===== config.mk =====
export PLATFORM = sky130hd
export DESIGN_NAME = inst_fetch_unit
export DESIGN_NICKNAME = d
export VERILOG_FILES = /design/src/rtl/inst_fetch_unit_pkg.sv /design/src/rtl/fetch_pc_next.sv /design/src/rtl/inst_fetch_unit.sv
export SDC_FILE = /design/constraint.sdc
export NUM_CORES = 1
export LEC_CHECK = 0
export ABC_AREA = 1
export CORE_MARGIN = 1
export CORE_UTILIZATION = 41
export DETAILED_ROUTE_END_ITERATION = 6
export GPL_TIMING_DRIVEN = 0
export PLACE_DENSITY_LB_ADDON = 0.15
export RECOVER_POWER = 50
export SYNTH_ARGS = -nofsm -noshare
export SYNTH_HDL_FRONTEND = slang
export SYNTH_SLANG_ARGS = --single-unit

===== constraint.sdc =====
create_clock -name clk -period 1.7 [get_ports clk]
set_clock_uncertainty 0.2 [all_clocks]
set_input_delay 0.17 -clock clk [delete_from_list [all_inputs] [get_ports clk]]
set_output_delay 0.17 -clock clk [all_outputs]
set_load 0.05 [all_outputs]

===== src/rtl/inst_fetch_unit_pkg.sv =====
// rtl/inst_fetch_unit_pkg.sv - shared fetch states and constants for the instruction fetch unit
package inst_fetch_unit_pkg;

   typedef enum logic [1:0] {
      IDLE = 2'd0,
      REQ  = 2'd1,
      HOLD = 2'd2
   } fetch_state_e;

   localparam logic [1:0]  ST_IDLE      = IDLE;
   localparam logic [1:0]  ST_REQ       = REQ;
   localparam logic [1:0]  ST_HOLD      = HOLD;

   localparam logic [31:0] NOP_INST     = 32'h0000_0013;
   localparam logic [31:0] DEF_RESET_PC = 32'h0000_0000;
   localparam int          INST_BYTES   = 4;

endpackage


===== src/rtl/fetch_pc_next.sv =====
// rtl/fetch_pc_next.sv - next-PC mux: hold, sequential advance, or word-aligned redirect
module fetch_pc_next #(
   parameter int XLEN = 32
) (
   input  logic [XLEN-1:0] pc_q,
   input  logic            advance,
   input  logic            redirect_valid,
   input  logic [XLEN-1:0] redirect_pc,
   output logic [XLEN-1:0] pc_d,
   output logic            misalign
);
   import inst_fetch_unit_pkg::*;

   always_comb begin
      pc_d     = pc_q;
      misalign = 1'b0;
      // Redirect outranks a same-cycle consume, so the +4 is never taken then
      if (redirect_valid) begin
         pc_d     = {redirect_pc[XLEN-1:2], 2'b00};
         misalign = |redirect_pc[1:0];
      end else if (advance) begin
         pc_d = pc_q + XLEN'(INST_BYTES);
      end
   end

endmodule


===== src/rtl/inst_fetch_unit.sv =====
// rtl/inst_fetch_unit.sv - PC owner and imem req/ack fetcher feeding the control decoder
module inst_fetch_unit
   import inst_fetch_unit_pkg::*;
#(
   parameter int              XLEN     = 32,
   parameter logic [XLEN-1:0] RESET_PC = XLEN'(DEF_RESET_PC)
) (
   input  logic            clk,
   input  logic            rst_n,
   input  logic            fetch_en,
   output logic            imem_req,
   output logic [XLEN-1:0] imem_addr,
   input  logic            imem_ack,
   input  logic [XLEN-1:0] imem_rdata,
   output logic [XLEN-1:0] inst,
   output logic [XLEN-1:0] pc,
   output logic            control_on,
   input  logic            inst_ready,
   input  logic            redirect_valid,
   input  logic [XLEN-1:0] redirect_pc,
   output logic            misalign_err
);

   logic [1:0]      state_q, state_d;
   logic [XLEN-1:0] pc_q, pc_d;
   logic [XLEN-1:0] imem_addr_q, imem_addr_d;
   logic [XLEN-1:0] inst_q, inst_d;
   logic            imem_req_q, imem_req_d;
   logic            control_on_q, control_on_d;
   logic            kill_q, kill_d;
   logic            misalign_err_q, misalign_err_d;
   logic            advance;

   assign advance = (state_q == ST_HOLD) && inst_ready;

   fetch_pc_next #(.XLEN(XLEN)) u_pc_next (
      .pc_q           (pc_q),
      .advance        (advance),
      .redirect_valid (redirect_valid),
      .redirect_pc    (redirect_pc),
      .pc_d           (pc_d),
      .misalign       (misalign_err_d)
   );

   always_comb begin
      state_d      = state_q;
      imem_req_d   = imem_req_q;
      imem_addr_d  = imem_addr_q;
      inst_d       = inst_q;
      control_on_d = control_on_q;
      kill_d       = kill_q;
      case (state_q)
         ST_IDLE: begin
            if (fetch_en) begin
               state_d    = ST_REQ;
               imem_req_d = 1'b1;
            end
         end
         ST_REQ: begin
            // REQ with imem_req low is the one-cycle gap before (re)issuing
            if (!imem_req_q) begin
               imem_req_d = 1'b1;
            end else if (imem_ack) begin
               imem_req_d = 1'b0;
               if (kill_q || redirect_valid) begin
                  kill_d = 1'b0;
               end else begin
                  inst_d       = imem_rdata;
                  control_on_d = 1'b1;
                  state_d      = ST_HOLD;
               end
            end else if (redirect_valid) begin
               kill_d = 1'b1;
            end
         end
         ST_HOLD: begin
            if (redirect_valid || inst_ready) begin
               control_on_d = 1'b0;
               state_d      = fetch_en ? ST_REQ : ST_IDLE;
            end
         end
         default: begin
            state_d      = ST_IDLE;
            imem_req_d   = 1'b0;
            control_on_d = 1'b0;
            kill_d       = 1'b0;
         end
      endcase
      // Address is captured only at issue so it stays stable while a killed request drains
      if (imem_req_d && !imem_req_q) begin
         imem_addr_d = pc_d;
      end
   end

   always_ff @(posedge clk or negedge rst_n) begin
      if (!rst_n) begin
         state_q        <= ST_IDLE;
         pc_q           <= RESET_PC;
         imem_addr_q    <= RESET_PC;
         inst_q         <= XLEN'(NOP_INST);
         imem_req_q     <= 1'b0;
         control_on_q   <= 1'b0;
         kill_q         <= 1'b0;
         misalign_err_q <= 1'b0;
      end else begin
         state_q        <= state_d;
         pc_q           <= pc_d;
         imem_addr_q    <= imem_addr_d;
         inst_q         <= inst_d;
         imem_req_q     <= imem_req_d;
         control_on_q   <= control_on_d;
         kill_q         <= kill_d;
         misalign_err_q <= misalign_err_d;
      end
   end

   assign imem_req     = imem_req_q;
   assign imem_addr    = imem_addr_q;
   assign inst         = inst_q;
   assign pc           = pc_q;
   assign control_on   = control_on_q;
   assign misalign_err = misalign_err_q;

endmodule


==> out/results.ini <==
[logic_synthesis]
yosys_warnings=0
synth.distinct_cells=39
syn_inst=605
synth_flop_cell=dfrtp_1
synthTopCellsByArea=dfrtp_1 51%, nand2_1 21%, nand3_1 3.7%, nor2_1 3.2%, inv_1 2.6%
syn_area_um2=4853
synth_top_area_cell=dfrtp_1
synth_top_area_share=0.5104
async_reset_ff_frac=1.000
synth_edf_count=0
syn_nets=676
synthMostInstantiatedCell=nand2_1
synth.avg_cell_area_um2=8.022
synth_compound_area_frac=0.05285
synthAdderAreaFrac=0.002578
synth.yosys.seq_area_share=0.5267
synth.area.mux_share=0
synthTopCellsByCount=272 x nand2_1, 99 x dfrtp_1, 41 x nor2_1
synthSimpleGateAreaFrac=0.3460
synth_top_family_by_area=simple AND/OR/NAND/NOR gates
synth_xor_area_frac=0.01985
synth-seq-cells=102

[sta]
hold_violations=0
tightest_slew_ns=0.8436
fin_tns_setup_ns=-9.027
slew_violations=0
fmax_ghz=0.5131
fin_crit_ns=1.949
rsz0062_at_grt=true
finalSetupViolCount=87
postLayoutSetupSlackWorst_ns=-0.2489
slew_headroom=0.4376
min_period_over_period=1.146

[die]
initial_core_util=0.4232
row_count=39
die_w_um=110.8
die-area_um2=12280
io_pins=169
coreArea_um2=11470
fp.dieH_um=110.8

[critical_path]
critPathKind=reg -> reg
path_buf_inv=3
reg2reg_to=imem_addr[25]
crit_required_ns=1.79
path_cells=inv_2 > nand3_4 > nor2_4 > inv_2 > nor2_4 > buf_6 > nand3_2 > nand2_2 > nand3_2 > a31oi_1
end_kind=register
slowest_delay_ns=0.40
path_delay_family=simple AND/OR/NAND/NOR gates
critPathArrivalTime_ns=2.04
r2r-start=state_q[0]
start_kind=register
cp_slowest_cell=dfrtp_1
cp_max_fo=7
rrSetupSlack_ns=-0.25
worstRegToRegCells=10

[cts]
numCtsBuffers=9
cts_tree=yes
h-tree-depth=3
clock_sinks=102
clk_latency_ns=0.36
clk_pin_slew_ns=0.07
cts_buffer_depth=2
cts_root_buf=clkbuf_16

[routing]
drtIter0Drc=275
ant_nets=0
drt_wl_total_mm=16.01
vias=4963
vias_per_cell=5.054
first_pass_iters=5
routedWlPerCell_um=16.31
post-route-drc-count=0

[final_layout]
fin_util=0.6998
design_area_um2=8025
antenna_cells=0
layout-drive-gt1-share=0.2968
layout.nets=905
area_delta_synth_final_pct=65.35
fillers=892

[min_path]
hold_path_class=in -> reg
hold_depth=3
hold_path_end=inst[0]
min_from=imem_rdata[0]

[grt]
antenna_found_initial=0
grt_max_degree=71
overflow=0
grtUsageTotal=0.2604
grt_first_pass_wirelength_mm=24.95
grt_pass1_vias=5053

[placed_design]
place_area_um2=6822
finalWeightedCongestion=0.8928
hpwl_mm=10.08
io_buffer_count=168

[power]
vdd_drop_max_mv=1.186
powerDensity_nw_per_um2=1685
p_leak_nw=3.871

[flow_run]
cap_violations=0

[status]
violations=setup timing
status=finished with violations

==> registers in the layout, summed over array words and instances, names as in the netlist <==
signal        cells
imem_addr        32
inst             32
pc               32
state_q           2
control_on        1
imem_req          1
kill_q            1
misalign_err      1
==> cells in the final DEF, fill, tap and decap left out, types with 21 or more instances in the layout <==
| cell | instances |
|---|---|
| nand2_1 | 234 |
| dlygate4sd2_1 | 77 |
| dfrtp_1 | 72 |
| clkdlybuf4s50_1 | 68 |
| nand2_2 | 38 |
| buf_4 | 31 |
| inv_1 | 30 |
| dfrtp_2 | 27 |
| nand3_1 | 22 |
| nor2_1 | 21 |
==> worst register-to-register path: cells and delay by family (launching register included) <==
kind | cells | cell delay (ns)
AOI/OAI and AO/OA | 1 | 0.20
buffers and inverters | 3 | 0.30
and+or+nand+nor | 6 | 0.76
DFF | 1 | 0.40
==> cells by family (layout without fill, tap and decap cells) <==
kind of cell             Yosys count  in the layout
AND/OR/NAND/NOR                  393            393
flip-flops                       102            102
buffers and inverters             58            292
AO/OA/AOI/OAI                     40             40
XOR/XNOR                          11             11
adder cells (fa/ha/maj)            1              1
==> metal layers <==
layer	share of wire	wire length (um)	GRT usage	up-vias
met3	0.080	1279	0.07545	42
met2	0.50	8087	0.4398	213
met5	0	0	0	-
met4	0.033	524	0.1369	0
li1	-	-	-	2351
met1	0.38	6123	0.2988	2357
==> layout make-up <==
class,count,area [um^2],share of cell area
Tap cell,143,178.9,0.02230
Clock inverter,3,45.04,0.005613
Sequential cell,102,2590,0.3227
Timing Repair Buffer,220,2160,0.2691
Clock buffer,13,250.2,0.03118
Inverter,40,173.9,0.02167
Multi-Input combinational cell,445,2465,0.3071
Buffer,16,162.7,0.02027
==> power breakdown <==
| group | internal (W) | switching [W] |
|---|---|---|
| combinational | 0.00260 | 0.00498 |
| clock | 0.00118 | 0.000948 |
| sequential | 0.00328 | 0.000532 |
==> how the worst max path moves through the flow <==
| stage | depth (start not counted) | to | from |
|---|---|---|---|
| final | 10 | imem_addr[25] | state_q[0] |
| after global routing | 11 | imem_addr[24] | state_q[0] |
| after CTS | 10 | imem_addr[17] | state_q[0] |
| after detailed placement | 7 | imem_addr[11] | redirect_valid |
| after global placement | 1 | pc[18] | rst_n |
| after floorplan | 10 | imem_addr[22] | pc[3] |
==> per-stage QoR <==
step	worst slack (ns)	total power, W	hold WS [ns]	std cells
after floorplan	-0.1132	0.008067	-0.3256	605
after global placement	-3.921	0.01032	0.2496	916
after detailed placement	-0.5911	0.01042	-0.05629	917
after CTS	-0.1747	0.01322	0.1101	964
after global routing	-0.3598	0.01417	0.1516	982
final	-0.2489	0.01353	0.1304	982
==> what timing repair did <==
action / CTS / global route
gates cloned: 4 / 0
setup endpoints to repair: 186 / 107
hold buffers: 1 / 0
pin swaps: 28 / 34
hold endpoints to repair: 42 / 0
gates resized for setup: 209 / 98
buffers inserted: 27 / 20
Note: power is estimated with default switching activity, not from simulation.
